`src/rtl/boot_loader_if.sv`:
```
// Firmware stream and memory write port of the boot loader.
// master: stream source / memory observer; slave: the loader itself.
interface boot_loader_if #(
    parameter int unsigned ADDR_WIDTH = 16,
    parameter int unsigned DATA_WIDTH = 8
);
    logic                  s_valid;
    logic [DATA_WIDTH-1:0] s_data;
    logic                  s_ready;
    logic                  mem_we;
    logic [ADDR_WIDTH-1:0] mem_addr;
    logic [DATA_WIDTH-1:0] mem_din;

    modport master (
        output s_valid, s_data,
        input  s_ready, mem_we, mem_addr, mem_din
    );

    modport slave (
        input  s_valid, s_data,
        output s_ready, mem_we, mem_addr, mem_din
    );
endinterface

```
`src/rtl/boot_loader.sv`:
```
// Pre-boot loader: streams firmware into memory at LOAD_BASE, writes the 6502
// reset vector, then holds the CPU in reset for HOLD_CYCLES before releasing it.
module boot_loader #(
    parameter int unsigned            ADDR_WIDTH  = 16,
    parameter int unsigned            DATA_WIDTH  = 8,
    parameter logic [ADDR_WIDTH-1:0]  LOAD_BASE   = 16'h8000,
    parameter logic [ADDR_WIDTH-1:0]  VECTOR_ADDR = 16'hFFFC,
    parameter int unsigned            MAX_LEN     = 4096,
    parameter int unsigned            HOLD_CYCLES = 4
) (
    input  logic                clk,
    input  logic                reset_n,
    input  logic                start,
    input  logic [12:0]         len,
    input  logic                abort,
    boot_loader_if.slave        bus,
    output logic                cpu_reset_n,
    output logic                busy,
    output logic                done,
    output logic                error
);
    localparam int unsigned LEN_W  = 13;
    localparam int unsigned HOLD_W = $clog2(HOLD_CYCLES + 1);

    typedef enum logic [2:0] {
        S_IDLE,
        S_LOAD,
        S_VEC_LO,
        S_VEC_HI,
        S_HOLD,
        S_RUN,
        S_ERR
    } state_t;

    state_t              state;
    logic [LEN_W-1:0]    count;
    logic [LEN_W-1:0]    len_q;
    logic [HOLD_W-1:0]   hold_cnt;
    logic [ADDR_WIDTH:0] end_addr;
    logic                len_bad;
    logic                accept;

    // Image must fit below the vector and within MAX_LEN; sum kept one bit wider to avoid wrap.
    assign end_addr    = {1'b0, LOAD_BASE} + (ADDR_WIDTH + 1)'(len);
    assign len_bad     = (32'(len) > MAX_LEN) || (end_addr > {1'b0, VECTOR_ADDR});
    assign bus.s_ready = (state == S_LOAD);
    assign accept      = bus.s_valid && (state == S_LOAD);

    always_ff @(posedge clk or negedge reset_n) begin
        if (!reset_n) begin
            state        <= S_IDLE;
            count        <= '0;
            len_q        <= '0;
            hold_cnt     <= '0;
            bus.mem_we   <= 1'b0;
            bus.mem_addr <= '0;
            bus.mem_din  <= '0;
            cpu_reset_n  <= 1'b0;
            busy         <= 1'b0;
            done         <= 1'b0;
            error        <= 1'b0;
        end else begin
            bus.mem_we <= 1'b0;
            case (state)
                S_IDLE: begin
                    if (start) begin
                        if (len_bad) begin
                            state <= S_ERR;
                            error <= 1'b1;
                        end else if (len == '0) begin
                            state <= S_VEC_LO;
                            busy  <= 1'b1;
                        end else begin
                            state <= S_LOAD;
                            busy  <= 1'b1;
                            count <= '0;
                            len_q <= len;
                        end
                    end
                end
                S_LOAD: begin
                    // Abort wins over a same-cycle accept: that byte is dropped.
                    if (abort) begin
                        state <= S_IDLE;
                        busy  <= 1'b0;
                    end else if (accept) begin
                        bus.mem_we   <= 1'b1;
                        bus.mem_addr <= LOAD_BASE + ADDR_WIDTH'(count);
                        bus.mem_din  <= bus.s_data;
                        count        <= count + LEN_W'(1);
                        if (count == len_q - LEN_W'(1)) begin
                            state <= S_VEC_LO;
                        end
                    end
                end
                S_VEC_LO: begin
                    bus.mem_we   <= 1'b1;
                    bus.mem_addr <= VECTOR_ADDR;
                    bus.mem_din  <= LOAD_BASE[7:0];
                    state        <= S_VEC_HI;
                end
                S_VEC_HI: begin
                    bus.mem_we   <= 1'b1;
                    bus.mem_addr <= VECTOR_ADDR + ADDR_WIDTH'(1);
                    bus.mem_din  <= LOAD_BASE[15:8];
                    hold_cnt     <= '0;
                    state        <= S_HOLD;
                end
                S_HOLD: begin
                    if (hold_cnt == HOLD_W'(HOLD_CYCLES - 1)) begin
                        state       <= S_RUN;
                        busy        <= 1'b0;
                        done        <= 1'b1;
                        cpu_reset_n <= 1'b1;
                    end else begin
                        hold_cnt <= hold_cnt + HOLD_W'(1);
                    end
                end
                S_RUN: begin
                    state <= S_RUN;
                end
                S_ERR: begin
                    state <= S_ERR;
                end
                default: begin
                    state <= S_IDLE;
                end
            endcase
        end
    end
endmodule
```
`src/flat_wrapper.sv`:
```
// flat-port wrapper written by rule: the top's interface ports become plain ports
module boot_loader_flat 
#(
    parameter int unsigned            ADDR_WIDTH  = 16,
    parameter int unsigned            DATA_WIDTH  = 8,
    parameter logic [ADDR_WIDTH-1:0]  LOAD_BASE   = 16'h8000,
    parameter logic [ADDR_WIDTH-1:0]  VECTOR_ADDR = 16'hFFFC,
    parameter int unsigned            MAX_LEN     = 4096,
    parameter int unsigned            HOLD_CYCLES = 4
)
  (clk, reset_n, start, len, abort, cpu_reset_n, busy, done, error, bus_s_valid, bus_s_data, bus_s_ready, bus_mem_we, bus_mem_addr, bus_mem_din);
  boot_loader_if #(.ADDR_WIDTH(ADDR_WIDTH), .DATA_WIDTH(DATA_WIDTH)) bus_i ();
  input  logic clk;
  input  logic reset_n;
  input  logic start;
  input  logic [12:0] len;
  input  logic abort;
  output logic cpu_reset_n;
  output logic busy;
  output logic done;
  output logic error;
  input wire logic [$bits(bus_i.s_valid)-1:0] bus_s_valid;
  input wire logic [$bits(bus_i.s_data)-1:0] bus_s_data;
  output wire logic [$bits(bus_i.s_ready)-1:0] bus_s_ready;
  output wire logic [$bits(bus_i.mem_we)-1:0] bus_mem_we;
  output wire logic [$bits(bus_i.mem_addr)-1:0] bus_mem_addr;
  output wire logic [$bits(bus_i.mem_din)-1:0] bus_mem_din;
  assign bus_i.s_valid = bus_s_valid;
  assign bus_i.s_data = bus_s_data;
  assign bus_s_ready = bus_i.s_ready;
  assign bus_mem_we = bus_i.mem_we;
  assign bus_mem_addr = bus_i.mem_addr;
  assign bus_mem_din = bus_i.mem_din;
  boot_loader #(.ADDR_WIDTH(ADDR_WIDTH), .DATA_WIDTH(DATA_WIDTH), .LOAD_BASE(LOAD_BASE), .VECTOR_ADDR(VECTOR_ADDR), .MAX_LEN(MAX_LEN), .HOLD_CYCLES(HOLD_CYCLES)) u_core (.clk(clk), .reset_n(reset_n), .start(start), .len(len), .abort(abort), .bus(bus_i), .cpu_reset_n(cpu_reset_n), .busy(busy), .done(done), .error(error));
endmodule
```
`config.mk`:
```
export PLATFORM = sky130hd
export DESIGN_NAME = boot_loader_flat
export DESIGN_NICKNAME = d
export VERILOG_FILES = /design/src/rtl/boot_loader_if.sv /design/src/rtl/boot_loader.sv /design/src/flat_wrapper.sv
export SDC_FILE = /design/constraint.sdc
export NUM_CORES = 1
export LEC_CHECK = 0
export BUFFER_PORTS_ARGS = -buffer_cell sky130_fd_sc_hd__buf_2
export CAP_MARGIN = 0
export CORE_MARGIN = 4
export CORE_UTILIZATION = 52
export CTS_BUF_LIST = sky130_fd_sc_hd__clkbuf_8
export DETAILED_ROUTE_END_ITERATION = 7
export GPL_TIMING_DRIVEN = 0
export PLACE_DENSITY = 0.83
export RECOVER_POWER = 25
export SYNTH_ARGS = -nofsm -noshare
export SYNTH_HDL_FRONTEND = slang
export SYNTH_SLANG_ARGS = --single-unit
```
`constraint.sdc`:
```
create_clock -name clk -period 3.4 [get_ports clk]
set_clock_uncertainty 0.05 [all_clocks]
set_input_delay 0 -clock clk [delete_from_list [all_inputs] [get_ports clk]]
set_output_delay 0 -clock clk [all_outputs]
set_load 0.01 [all_outputs]
```
# [Word level (Yosys, flattened, before mapping)]
# Index checks and enable logic that the tools add are counted.
[totals] register_bits=60 n_memories=0 in_bits=26 latchBits=0 out_inout_bits=30 ram_bits=0 mem_bits_ro=0
[classes] n_eq_ne=18 n_div=0 reduce_logical=17 add_sub_neg=5 bitwise_logic=2 n_lt_le_gt_ge=2 n_shift=0 multipliers=0 n_mux=30
[ops] operator="2-to-1 mux 13 bit" n=5
[ops] operator="one-hot mux 16 bit (3 select lines)" n=1
[ops] operator="2-to-1 mux 16 bit" n=2
[ops] operator="one-hot mux 13 bit (2 select lines)" n=1
[ops] operator="one-hot mux 8 bit (3 select lines)" n=1
[ops] operator="2-to-1 mux 3 bit" n=7
[ops] operator="one-hot mux 3 bit (7 select lines)" n=1
[ops] operator="adder 16 x 13 -> 17 bit (first input constant)" n=1
[ops] operator="greater-than comparator 17 x 16 -> 1 bit (second input constant)" n=1
[ops] operator="adder 16 x 13 -> 16 bit (first input constant)" n=1
[ops] operator="2-to-1 mux 8 bit" n=2
[ops] operator="adder 13 x 1 -> 13 bit (second input constant)" n=1
[ops] operator="equality test 13 bit" n=1
[ops] operator="greater-than comparator 13 bit (second input constant)" n=1
[ops] operator="logical NOT 13 bit" n=1
[ops] operator="subtractor 13 x 1 -> 13 bit (second input constant)" n=1
[ops] operator="!= test 2 bit (second input constant)" n=6
[ops] operator="equality test 3 x 2 -> 1 bit (second input constant)" n=3
[ops] operator="equality test 3 bit (second input constant)" n=3
[ops] operator="AND reduction 4 bit" n=2
[ops] operator="2-to-1 mux 1 bit" n=6
[ops] operator="!= test 3 x 2 -> 1 bit (second input constant)" n=2
[ops] operator="one-hot mux 3 bit (2 select lines)" n=1
[ops] operator="AND reduction 3 bit" n=2
[ops] operator="16 further kinds" n=21

# [Depth between registers and ports, before layout]
# Gate-level depths: netlist (run 1).
[depth] depth_word=6 mapped_depth=8 ltp_nobuf=8

# [Worst setup path after synthesis (run 1)]
# Ideal clock, no wire load.
[synth_timing] path_kind="register to register" startpoint="reg u_core.len_q[2]" endpoint="reg u_core.state[0]" arrival_ns=1.883 stages_incl_launch_ff=7 setup_slack_ns=1.314 required_ns=3.197 setup_time_ns=0.153 cell_sequence="dfrtp_1 > nor4_1 > a22oi_1 > a41oi_1 > o21ai_0 > o31ai_1 > o311ai_0"
[synth_via] elab_chain_len=4
[synth_lines] item="start: declaration" line_no="boot_loader.sv:37" source="logic [LEN_W-1:0] len_q;"
[synth_lines] item="start signal: assignment" line_no="boot_loader.sv:77" source="len_q <= len;"
[synth_lines] item="subtractor 13 x 1 -> 13 bit" line_no="boot_loader.sv:91" source="if (count == len_q - LEN_W'(1)) begin"
[synth_lines] item="equality test 13 bit" line_no="boot_loader.sv:91"
[synth_lines] item="!= test 3 x 2 -> 1 bit (no source line)"
[synth_lines] item="AND reduction 4 bit (no source line)"
[synth_lines] item="end signal: assignment" line_no="boot_loader.sv:92" source="state <= S_VEC_LO;"
[synth_lines] item="end signal: assignment" line_no="boot_loader.sv:100" source="state <= S_VEC_HI;"
[synth_lines] item="end signal: assignment" line_no="boot_loader.sv:107" source="state <= S_HOLD;"
[synth_lines] item="end: declaration" line_no="boot_loader.sv:35" source="state_t state;"
# Every way passes these cells.
# A chain may end at the register's enable or synchronous reset.

# [Final worst setup path (run 1)]
# Ends and elaborated chain as after synthesis.

==> metrics.md, run 1 <==
| Metric | Value |
|---|---|
| Fin crit period | 2.63 ns |
| Clock power share | 22.8% |
| Total of max-cap violations | 0 |
| HPWL after DPL | 5080 microns |
| Clk buf depth | 2 |
| Core area | 5640 sq um |
| Area of the multi-input gates | 1500 sq um |
| Status | finished clean |
| Filler cell count | 455 |
| Root buffer cell | clkbuf_8 |
| Worst Path Buf+Inv | 0 |
| Io pins | 56 |
| Total gr overflow | 0 |
| Synth Flop Type | dfrtp_1 |
| Max-slew violation count | 0 |
| CP required | 3.53 ns |
| Hold Worst Slack | 0.0614 ns |
| Rows | 27 |
| CP Launch Type | register |
| Max VDD drop | 428 uV |
| Number of buffers created by CTS | 9 |
| Starting Density | 55.0% |
| Antenna-violating nets left | 0 |
| Setup_tns | 0 ns |
| Synth-to-Final Area Change | 25.9% |
| Worst Path Max Fanout | 8 |
| Leak | 1.77 nW |
| Via density | 5.52 |
| Mapped Area | 3100 sq um |
| Pint | 1.88 mW |
| Cell taking the most area after synthesis | dfrtp_1 |
| Initial antenna violation count | 0 |
| CTS tree | yes |
| Die Wd | 85.3 microns |
| Iteration-0 DRC Markers | 126 |
| Input/output buffers | 55 |
| H-tree depth | 3 |
| Clock Latency Late Sink | 0.35 ns |
| Register area | 1480 sq um |
| Syn nets | 362 |
| Post-synth top cells | nand2_1 (60), dfrtp_1 (59), nor2_1 (24) |
| Unrepaired setup endpoints after global routing | no |
| Seq pwr share | 38.6% |
| Vias in the first global route | 2791 |
| Least-Margin Pin Slew | 1.45 ns |
| Total Routing Usage GR | 22.1% |
| Final setup violating endpoints | 0 |
| Router iterations before antenna repair | 4 |
| First-pass GRT wire length | 12800 microns |
| Ys async rst share | 100% |
| Setup slack, reg-to-reg | 0.77 ns |
| CP top delay family | compound AO/OA/AOI/OAI gates |
| Yosys reg bits | 59 |
| Height of the die | 85.3 microns |
| CP arrival | 2.77 ns |
| Antenna Diode Count | 0 |
| Gp weighted congestion | 0.846 |
| Cells after Synth | 332 |
| Post-route DRC violation count | 0 |
| Critical-path top delay cell | nor4_1 |
| Reg clk slew, reported paths | 0.06 ns |
| Dpl ws | 0.807 ns |
| Yosys warns | 0 |
| Pin count of the biggest net entering global routing | 60 |
| Final wirelength | 7410 microns |
| Top-count cell post-synth | nand2_1 |
| Post-DR wirelength/cell | 14.9 microns |
| Switching portion of total power | 37.6% |
| Clock sink count | 59 |
| Fin worst setup slack | 0.768 ns |
| Fin util | 69.3% |
| Slew headroom | 3.34% |
| CP Capture Type | register |
| Synth unique cells | 48 |
| Via Count | 2747 |
| Final hold violation count | 0 |
| P_sw | 1.13 mW |
| Comb pwr share | 38.7% |
| DIE AREA | 7270 sq um |
| Class of the worst hold path | in2reg |
| Cell Chain, Critical Path | nor4_1 > a22oi_1 > a41oi_1 > o21ai_0 > o31ai_1 > o311ai_0 |
| Peak Freq | 380 MHz |
| Period utilization | 77.4% |
| Post-synth EDFFs | 0 |
| Share of layout cells above drive strength 1 | 20.9% |
| Seq/Total Area, Yosys | 47.6% |
| WS Path Type | reg2reg |
| Share of the synthesized area in the top cell type | 47.6% |
| Final-stage net count | 451 |
| Top post-synthesis cells by area | dfrtp_1 (48%), nand2_1 (7.3%), xnor2_1 (5.6%) |
| Mapped Avg Cell Area | 9.35 sq um |
| Pwr/cell area | 771 nW/um^2 |
| Peak per-stage delay on the critical path | 0.87 ns |
## state kept, by name, indices dropped and copies added, names as in the netlist
| register | cells |
|---|---|
| u_core.bus.mem_addr | 15 |
| u_core.bus.mem_din | 8 |
| u_core.bus.mem_we | 1 |
| u_core.busy | 1 |
| u_core.count | 13 |
| u_core.cpu_reset_n | 1 |
| u_core.error | 1 |
| u_core.hold_cnt | 3 |
| u_core.len_q | 13 |
| u_core.state | 3 |
## worst register-to-register path, delay by kind of cell (launching register included)
family / cells / cell delay (ns)
compound gates: 5 / 1.09
simple gates: 1 / 0.87
flops: 1 / 0.47
## repair_timing
item                                   CTS  global route
buffers inserted                         0             0
endpoints found under the hold margin   82             0
resized for setup                        0             0
hold buffers                            23             0
## final timing paths
kind,from,end,cells after the start
max in group asynchronous,reset_n,u_core.count[7]$_DFFE_PN0P_,2
min in group asynchronous,reset_n,u_core.busy$_DFFE_PN0P_,2
setup reg to reg,u_core.len_q[2]$_DFFE_PN0P_,u_core.state[0]$_DFFE_PN0P_,6
setup / recovery,u_core.len_q[2]$_DFFE_PN0P_,u_core.state[0]$_DFFE_PN0P_,6
hold reg to reg,u_core.error$_DFFE_PN0P_,u_core.error$_DFFE_PN0P_,2
hold / removal,abort,u_core.bus.mem_addr[0]$_DFFE_PN0P_,4
## through the flow
stage	std cells	total power, mW	area (sq um)
5_1_grt	498	3.23	3910
2_1_floorplan	332	1.92	3100
6_report	498	3.01	3910
4_1_cts	498	3.03	3910
3_3_place_gp	459	2.22	3470
3_5_place_dp	459	2.30	3470
## cell type report
cell class	instances	area share [%]
plain buffers	22	2.69
clock buffers	9	3.17
clock inverters	7	2.18
inverters	7	0.672
multi-input cells	244	38.3
flip-flops and latches	59	37.8
well taps	72	2.31
repair buffers	78	12.9
## power groups by stage
| stage | registers, mW | clock network [mW] | logic, mW |
|---|---|---|---|
| floorplan | 1.19 | 0 | 0.730 |
| global placement | 1.16 | 0 | 1.07 |
| detailed placement | 1.17 | 0 | 1.13 |
| CTS | 1.16 | 0.699 | 1.17 |
| global route | 1.19 | 0.728 | 1.31 |
| finish | 1.16 | 0.686 | 1.17 |
## logic make-up (layout without fill, tap and decap cells)
family,count (synthesis),count (layout),share of synthesized area [%]
AO/OA/AOI/OAI,47,47,9.84
XOR/XNOR,28,28,7.90
adder cells (fa/ha/maj),4,4,1.61
buffers and inverters,29,123,4.23
flip-flops,59,59,47.6
multiplexers,11,11,3.99
AND/OR/NAND/NOR,154,154,24.8
## layout by cell type, fill, tap and decap left out, drive strengths merged, types with 3 or more instances in the layout
cell          n
nand2        61
nor2         24
inv           9
o21ai        10
nor3         13
a21oi        15
xnor2        20
ha            4
nand2b        3
and3b         3
nor4          7
buf          59
a31oi         7
dfrtp        59
nand4         3
and3          5
a211oi        3
or4           5
mux2         11
nor2b         5
o31ai         3
dlygate4sd3  23
nand3        15
xor2          8
clkbuf       27
## metal layers
| metal | part of all wire, % | track usage [%] | vias up |
|---|---|---|---|
| met5 | 0 | 0 | - |
| met2 | 48 | 36.2 | 68 |
| met3 | 5.0 | 4.37 | 16 |
| met4 | 2.5 | 11.8 | 0 |
| li1 | - | - | 1329 |
| met1 | 44 | 27.3 | 1334 |
(Power assumes the default switching activity.)
==> run 2: changes to the inputs <==
Settings changed: PLACE_DENSITY 0.83 to 0.86.
Clock period 3.4 ns to 2.2 ns, I/O delays scaled along.
==> run 2 against run 1 <==
Utilization up 2.1 points. Non-clock buffer count up 3. Highest routed layer unchanged. Total power up 63%. First-iteration DRC count up 120%. Clock power up 60%. The flow now finishes with violations (setup timing). Setup slack worse by 0.78 ns. Via count up 4.6%.
==> metrics.md, run 2 (synthesis results as in run 1) <==
| Metric | Value |
|---|---|
| Status | complete, but fails checks |
| Failing checks | setup timing |
| Antenna-violating nets left | 0 (unchanged) |
| Final hold violation count | 0 (unchanged) |
| Router iterations before antenna repair | 4 (unchanged) |
| Antenna Diode Count | 0 (unchanged) |
| Peak Freq | 451 MHz (+19%) |
| Height of the die | 85.3 microns (unchanged) |
| Number of buffers created by CTS | 9 (unchanged) |
| Max VDD drop | 909 uV (+110%) |
| Dpl ws | -0.385 ns (-1.19 ns) |
| Total Routing Usage GR | 22.5% (+0.41 points) |
| Reg clk slew, reported paths | 0.07 ns (about the same) |
| Gp weighted congestion | 0.842 (-0.53%) |
| CP arrival | 2.38 ns (-0.39 ns) |
| Setup_tns | -0.0154 ns (-0.0154 ns) |
| Post-route DRC violation count | 0 (unchanged) |
| Slew headroom | 4.11% (+0.77 points) |
| Largest Register | u_core.bus.mem_addr |
| Least-Margin Pin Slew | 1.44 ns (-0.0116 ns) |
| Via Count | 2873 (+4.6%) |
| Non-Filler Instances | 501 (+0.60%) |
| Clk buf depth | 2 (unchanged) |
| Total gr overflow | 0 (unchanged) |
| Biggest regs | u_core.bus.mem_addr x15, u_core.count x13, u_core.len_q x13 |
| Share of layout cells above drive strength 1 | 24.2% (+3.4 points) |
| Class of the worst hold path | in2reg |
| Root buffer cell | clkbuf_8 |
| Vias in the first global route | 2773 (-0.64%) |
| DIE AREA | 7270 sq um (unchanged) |
| Most frequent cells in the layout | nand2_1 (60), dfrtp_1 (59), buf_2 (54) |
| Iteration-0 DRC Markers | 280 (+120%) |
| Die Wd | 85.3 microns (unchanged) |
| WHS Path Cells | 4 (unchanged) |
| Pwr/cell area | 1220 nW/um^2 (+58%) |
| Synth-to-Final Area Change | 29.7% |
| Max-slew violation count | 0 (unchanged) |
| CTS tree | yes |
| First-pass GRT wire length | 13000 microns (+1.3%) |
| Post-DR wirelength/cell | 16.3 microns (+9.3%) |
| Worst R2R Path Depth | 7 (+1) |
| Max reg flops | 15 (unchanged) |
| Input/output buffers | 55 (unchanged) |
| Period utilization | 101% (+23 points) |
| Via density | 5.73 (+4.0%) |
| Final-stage net count | 454 (+0.67%) |
| Pin count of the biggest net entering global routing | 60 (unchanged) |
| Fin crit period | 2.22 ns (-0.417 ns) |
| Initial antenna violation count | 0 (unchanged) |
| CP Capture Type | register |
| Leak | 1.80 nW (+1.8%) |
| Hold Worst Slack | 0.0486 ns (-0.0128 ns) |
| CP required | 2.36 ns (-1.17 ns) |
| H-tree depth | 3 (unchanged) |
| Final setup violating endpoints | 1 (+1) |
| Fin worst setup slack | -0.0154 ns (-0.783 ns) |
| Worst Path Max Fanout | 3 (-5) |
| CP Launch Type | register |
| HPWL after DPL | 4940 microns (-2.7%) |
| Unrepaired setup endpoints after global routing | yes |
| Total of max-cap violations | 0 (unchanged) |
| Final wirelength | 8150 microns (+9.9%) |
| Starting Density | 55.0% (unchanged) |
| Clock sink count | 59 (unchanged) |
| Io pins | 56 (unchanged) |
| Placed Instances | 459 (unchanged) |
| Rows | 27 (unchanged) |
| Fin util | 71.3% (+2.1 points) |
| Core area | 5640 sq um (unchanged) |
| Clock Latency Late Sink | 0.35 ns (about the same) |
| Most common library cell in the layout ignoring fill and taps | nand2_1 |
| WS Path Type | reg2reg |
[run 2: cell types whose count changed in the layout (fill, tap and decap cells not counted), moves of 2 or more]
cell      before  now
clkbuf_2       1    3
buf_4          4    8
clkbuf_1      17   14
nor4_4         0    2
nor4_1         6    3
[run 2: metal layers]
metal	wire (microns)	share of wire, %	up-vias	global-route usage (%)
met1	3310	41	1366	27.8
met2	3870	48	133	36.2
li1	-	-	1337	-
met3	607	7.4	37	6.12
met5	0	0	-	0
met4	359	4.4	0	10.9
[run 2: path summary, 6_finish.rpt]
path | start | to | slack [ns]
max | u_core.len_q[1]$_DFFE_PN0P_ | u_core.state[0]$_DFFE_PN0P_ | -0.02
min | abort | u_core.bus.mem_addr[0]$_DFFE_PN0P_ | 0.05
max reg2reg | u_core.len_q[1]$_DFFE_PN0P_ | u_core.state[0]$_DFFE_PN0P_ | -0.02
min reg2reg | u_core.error$_DFFE_PN0P_ | u_core.error$_DFFE_PN0P_ | 0.42
max in group asynchronous | reset_n | u_core.len_q[7]$_DFFE_PN0P_ | 0.76
min in group asynchronous | reset_n | u_core.hold_cnt[0]$_DFFE_PN0P_ | 0.47
[run 2: worst max-delay path, cell delays in order (launching register included)]
cell      delay [ns]
dfrtp_1         0.41
buf_4           0.15
or4_1           0.57
o21ai_1         0.15
and3_1          0.19
nand4_1         0.15
o31ai_4         0.26
o311ai_2        0.15
[run 2: where the power goes]
group	total, mW	internal [mW]	switching, mW	leakage, nW
Combinational	1.96	0.892	1.06	0.974
Sequential	1.86	1.47	0.387	0.718
Clock	1.10	0.635	0.460	0.107
[run 2: area by class of cell]
cell class	instances	area (sq um)
Sequential cell	59	1480
Inverter	7	26.3
Fill cell	383	1620
Clock buffer	9	124
Clock inverter	7	92.6
Tap cell	72	90.1
Multi-Input combinational cell	244	1580
Timing Repair Buffer	82	536
Buffer	21	104
[run 2: repair_timing]
| action | 4_1_cts | 5_1_grt |
|---|---|---|
| endpoints found under the hold margin | 83 | 0 |
| gates resized for setup | 9 | 9 |
| endpoints found under the setup margin | 19 | 7 |
| pin swaps | 3 | 4 |
| setup buffers | 1 | 3 |
| hold buffers | 23 | 0 |
[run 2: stage by stage]
| stage | total power [mW] | cell area (sq um) |
|---|---|---|
| 2_1_floorplan | 2.97 | 3100 |
| 6_report | 4.91 | 4020 |
| 4_1_cts | 4.75 | 3960 |
| 3_3_place_gp | 3.44 | 3470 |
| 3_5_place_dp | 3.53 | 3470 |
| 5_1_grt | 5.24 | 4020 |
==> run 3: changes to the inputs <==
Settings changed: ABC_AREA from default to 1.
==> run 3 against run 2 <==
The run now ends clean. Critical endpoint is now u_core.state[1]$_DFFE_PN0P_. Clock power down 15%. Die area up 4.0%. Synthesized cell count up 29%.
==> metrics.md, run 3 <==
| Metric | Value |
|---|---|
| Status | finished clean |
| Top post-synthesis cells by area | dfrtp_1 (46%), nand2_1 (16%), nand3_1 (6.5%) |
| Least-Margin Pin Slew | 1.43 ns (-0.00614 ns) |
| Most common library cell in the layout ignoring fill and taps | nand2_1 |
| Post-synth EDFFs | 0 (unchanged) |
| Seq pwr share | 35.2% (-2.6 points) |
| Synth Area in Simple Gates | 34.4% (+9.5 points) |
| Via density | 5.32 (-7.2%) |
| R2R Path Start | u_core.len_q[0]$_DFFE_PN0P_ |
| Synth Flop Type | dfrtp_1 |
| Fin util | 67.4% (-4.0 points) |
| Gr busiest metal | met2 |
| Slew headroom | 4.52% (+0.41 points) |
| Most frequent cells in the layout | nand2_1 (137), dfrtp_1 (59), nand3_1 (42), nor2_1 (42), buf_2 (39) |
| HPWL after DPL | 5560 microns (+12%) |
| Clock Latency Late Sink | 0.34 ns (about the same) |
| Cell taking the most area after synthesis | dfrtp_1 |
| Final setup violating endpoints | 0 (-1) |
| Comb pwr share | 46.5% (+6.6 points) |
| WHS Path Cells | 4 (unchanged) |
| H-tree depth | 3 (unchanged) |
| Core area | 5990 sq um (+6.2%) |
| Final-stage net count | 551 (+21%) |
| Gp weighted congestion | 0.855 (+1.6%) |
| Rows | 28 (+3.7%) |
| CP required | 2.43 ns (+0.07 ns) |
| DIE AREA | 7560 sq um (+4.0%) |
| Total of max-cap violations | 0 (unchanged) |
| Router iterations before antenna repair | 5 (+1) |
| Via Count | 3186 (+11%) |
| Synth unique cells | 34 (-29%) |
| Die Wd | 87.0 microns (+2.0%) |
| Peak Freq | 509 MHz (+13%) |
| First-pass GRT wire length | 13600 microns (+4.7%) |
| Ys async rst share | 100% (unchanged) |
| Height of the die | 87.0 microns (+2.0%) |
| Filler cell count | 494 (+29%) |
| Input/output buffers | 55 (unchanged) |
| Period utilization | 89.4% (-11 points) |
| Mapped Avg Cell Area | 7.56 sq um (-19%) |
| Class of the worst hold path | in2reg |
| Pint | 2.90 mW (-3.3%) |
| Max-slew violation count | 0 (unchanged) |
| Antenna Diode Count | 0 (unchanged) |
| Share of layout cells above drive strength 1 | 14.5% (-9.7 points) |
| Mux share of post-synthesis cell area | 0% (-4.0 points) |
| Placed Instance Area | 3610 sq um (+4.1%) |
| Seq/Total Area, Yosys | 45.5% (-2.0 points) |
| Reg clk slew, reported paths | 0.06 ns (about the same) |
| Largest Register | u_core.bus.mem_addr |
| Root buffer cell | clkbuf_8 |
| Setup slack, reg-to-reg | 0.23 ns (+0.25 ns) |
| Synth-to-Final Area Change | 24.5% |
| Yosys warns | 0 (unchanged) |
| Post-Synth XOR/XNOR Area | 3.94% (-4.0 points) |
| Min-Delay Endpoint | u_core.bus.mem_din[4]$_DFFE_PN0P_ |
| Antenna-violating nets left | 0 (unchanged) |
| Leak | 2.00 nW (+11%) |
| Yosys reg bits | 59 (unchanged) |
| Critical-path top delay cell | dfrtp_1 |
| Final wirelength | 7910 microns (-2.9%) |
| Post-route DRC violation count | 0 (unchanged) |
| Switching portion of total power | 43.2% (+4.3 points) |
| Clock sink count | 59 (unchanged) |
| M2 GR Usage | 36.9% (+0.76 points) |
| Total Routing Usage GR | 22.8% (+0.36 points) |
| Post-DR wirelength/cell | 13.2 microns (-19%) |
| CP arrival | 2.19 ns (-0.19 ns) |
| Largest family of logic cells by synthesized area | simple AND/OR/NAND/NOR gates |
| CP most frequent cell | nand2_1 |
| Cell Chain, Critical Path | inv_1 > ha_1 > inv_1 > nand2_1 > nand2_1 > nand2_1 > nor2_1 > nand2_1 > nor2_1 > nand3_1 > nor2_1 > nand3_1 > nand2_1 > nand2_1 > nor2_1 |
| Synth Area in Compound Gates | 7.33% (-2.5 points) |
| Io pins | 56 (unchanged) |
| HP Start | bus_s_data[4] |
| CP Capture Type | register |
| P_sw | 2.21 mW (+15%) |
| Max reg flops | 15 (unchanged) |
| Post-synth top cells | nand2_1 (137), dfrtp_1 (59), nor2_1 (45) |
| Top-count cell post-synth | nand2_1 |
| CTS tree | yes |
| Share of the synthesized area in the top cell type | 45.5% (-2.0 points) |
| Clk buf depth | 2 (unchanged) |
| Pin count of the biggest net entering global routing | 60 (unchanged) |
| Vias in the first global route | 3041 (+9.7%) |
| Met1 usage | 29.2% (+1.4 points) |
| Cells after Synth | 429 (+29%) |
| Mapped Area | 3240 sq um (+4.5%) |
| Starting Density | 54.1% (-0.89 points) |
| Worst R2R Path Depth | 15 (+8) |
| Final hold violation count | 0 (unchanged) |
| Reg-to-reg critical path endpoint | u_core.state[1]$_DFFE_PN0P_ |
| Pwr/cell area | 1270 nW/um^2 (+3.7%) |
| Peak per-stage delay on the critical path | 0.39 ns (-0.18 ns) |
| WS Path Type | reg2reg |
| Initial antenna violation count | 0 (unchanged) |
| Final design area excluding fillers | 4040 sq um (+0.28%) |
| Max VDD drop | 721 uV (-21%) |
| Fin crit period | 1.97 ns (-0.249 ns) |
| Number of buffers created by CTS | 9 (unchanged) |
| Total gr overflow | 0 (unchanged) |
| Clock power share | 18.3% (-4.0 points) |
| Met3 Use GR | 5.20% (-0.91 points) |
| CP Launch Type | register |
| Biggest regs | u_core.bus.mem_addr x15, u_core.count x13, u_core.len_q x13 |
| Syn nets | 459 (+27%) |
| Post-Synth Adder-Cell Area | 1.54% (-0.069 points) |
| Worst Path Max Fanout | 5 (+2) |
| Iteration-0 DRC Markers | 228 (-19%) |
==> run 3: cell count changes after synthesis, sizes merged, moves of 7 or more <==
cell	delta
xnor2	-16
a21oi	-14
mux2	-11
clkbuf	-14
nand4	+7
inv	+30
nor2	+22
nand2	+78
nor3	-8
nand3	+27
o21ai	+19
or2	+9
==> run 3: repair_timing <==
item / CTS / global route
resized for setup: 0 / 3
endpoints found under the setup margin: 0 / 24
hold endpoints to repair: 83 / 0
hold buffers: 26 / 0
setup buffers: 0 / 0
==> run 3: worst max-delay path, delay by kind of cell, from the launching register on <==
family	cells	cell delay (ns)
simple gates	12	0.96
flops	1	0.39
fa+ha+maj	1	0.33
buf+inv	2	0.17
==> run 3: final cells by class <==
type                    instances  area (sq um)  share of cell area [%]
flip-flops and latches         59          1480                    36.6
clock buffers                  10           138                    3.41
well taps                      75          93.8                    2.33
inverters                      40           150                    3.72
multi-input cells             317          1540                    38.1
plain buffers                  13          85.1                    2.11
repair buffers                 81           510                    12.7
clock inverters                 4          43.8                    1.09
==> run 3: worst max-delay path by stage <==
| stage | startpoint | end | slack, ns | cells past startpoint |
|---|---|---|---|---|
| floorplan | u_core.state[2]$_DFFE_PN0P_ | u_core.bus.mem_addr[14]$_DFFE_PN0P_ | 0.55 | 9 |
| CTS | u_core.state[2]$_DFFE_PN0P_ | u_core.bus.mem_din[0]$_DFFE_PN0P_ | 0.13 | 7 |
| finish | u_core.len_q[0]$_DFFE_PN0P_ | u_core.state[1]$_DFFE_PN0P_ | 0.23 | 15 |
| detailed placement | u_core.state[2]$_DFFE_PN0P_ | u_core.bus.mem_din[0]$_DFFE_PN0P_ | 0.15 | 7 |
| global placement | u_core.state[2]$_DFFE_PN0P_ | u_core.bus.mem_addr[14]$_DFFE_PN0P_ | 0.21 | 7 |
| global route | u_core.state[2]$_DFFE_PN0P_ | u_core.bus.mem_din[0]$_DFFE_PN0P_ | -0.007 | 9 |
==> run 3: cells by family (layout without fill, tap and decap cells) <==
family | count (synthesis) | count (layout)
adders and majority gates | 4 | 4
and+or+nand+nor | 257 | 257
buffers and inverters | 53 | 148
DFF | 59 | 59
xor gates and xnor gates | 13 | 13
AOI/OAI and AO/OA | 43 | 43
==> run 3: per-stage QoR <==
| step | setup slack, ns | setup TNS, ns | total power [mW] | std cells | hold slack [ns] |
|---|---|---|---|---|---|
| global placement | 0.207 | 0 | 4.02 | 559 | 0.176 |
| CTS | 0.126 | 0 | 5.13 | 599 | 0.365 |
| global route | -0.00734 | -0.00734 | 5.58 | 599 | 0.399 |
| finish | 0.234 | 0 | 5.11 | 599 | 0.383 |
| floorplan | 0.552 | 0 | 3.44 | 429 | -0.346 |
| detailed placement | 0.148 | 0 | 4.14 | 559 | 0.185 |
==> run 3: power groups by stage <==
stage,registers (mW),clock network (mW),logic [mW]
finish,1.80,0.935,2.37
global route,1.85,1.01,2.72
CTS,1.78,0.948,2.40
detailed placement,1.79,0,2.35
global placement,1.78,0,2.25
floorplan,1.84,0,1.60
==> run 3: layer usage <==
metal,vias to the layer above,share of wire [%]
met4,0,2.5
met1,1477,43
li1,1578,-
met3,22,6.7
met5,-,0
met2,109,48
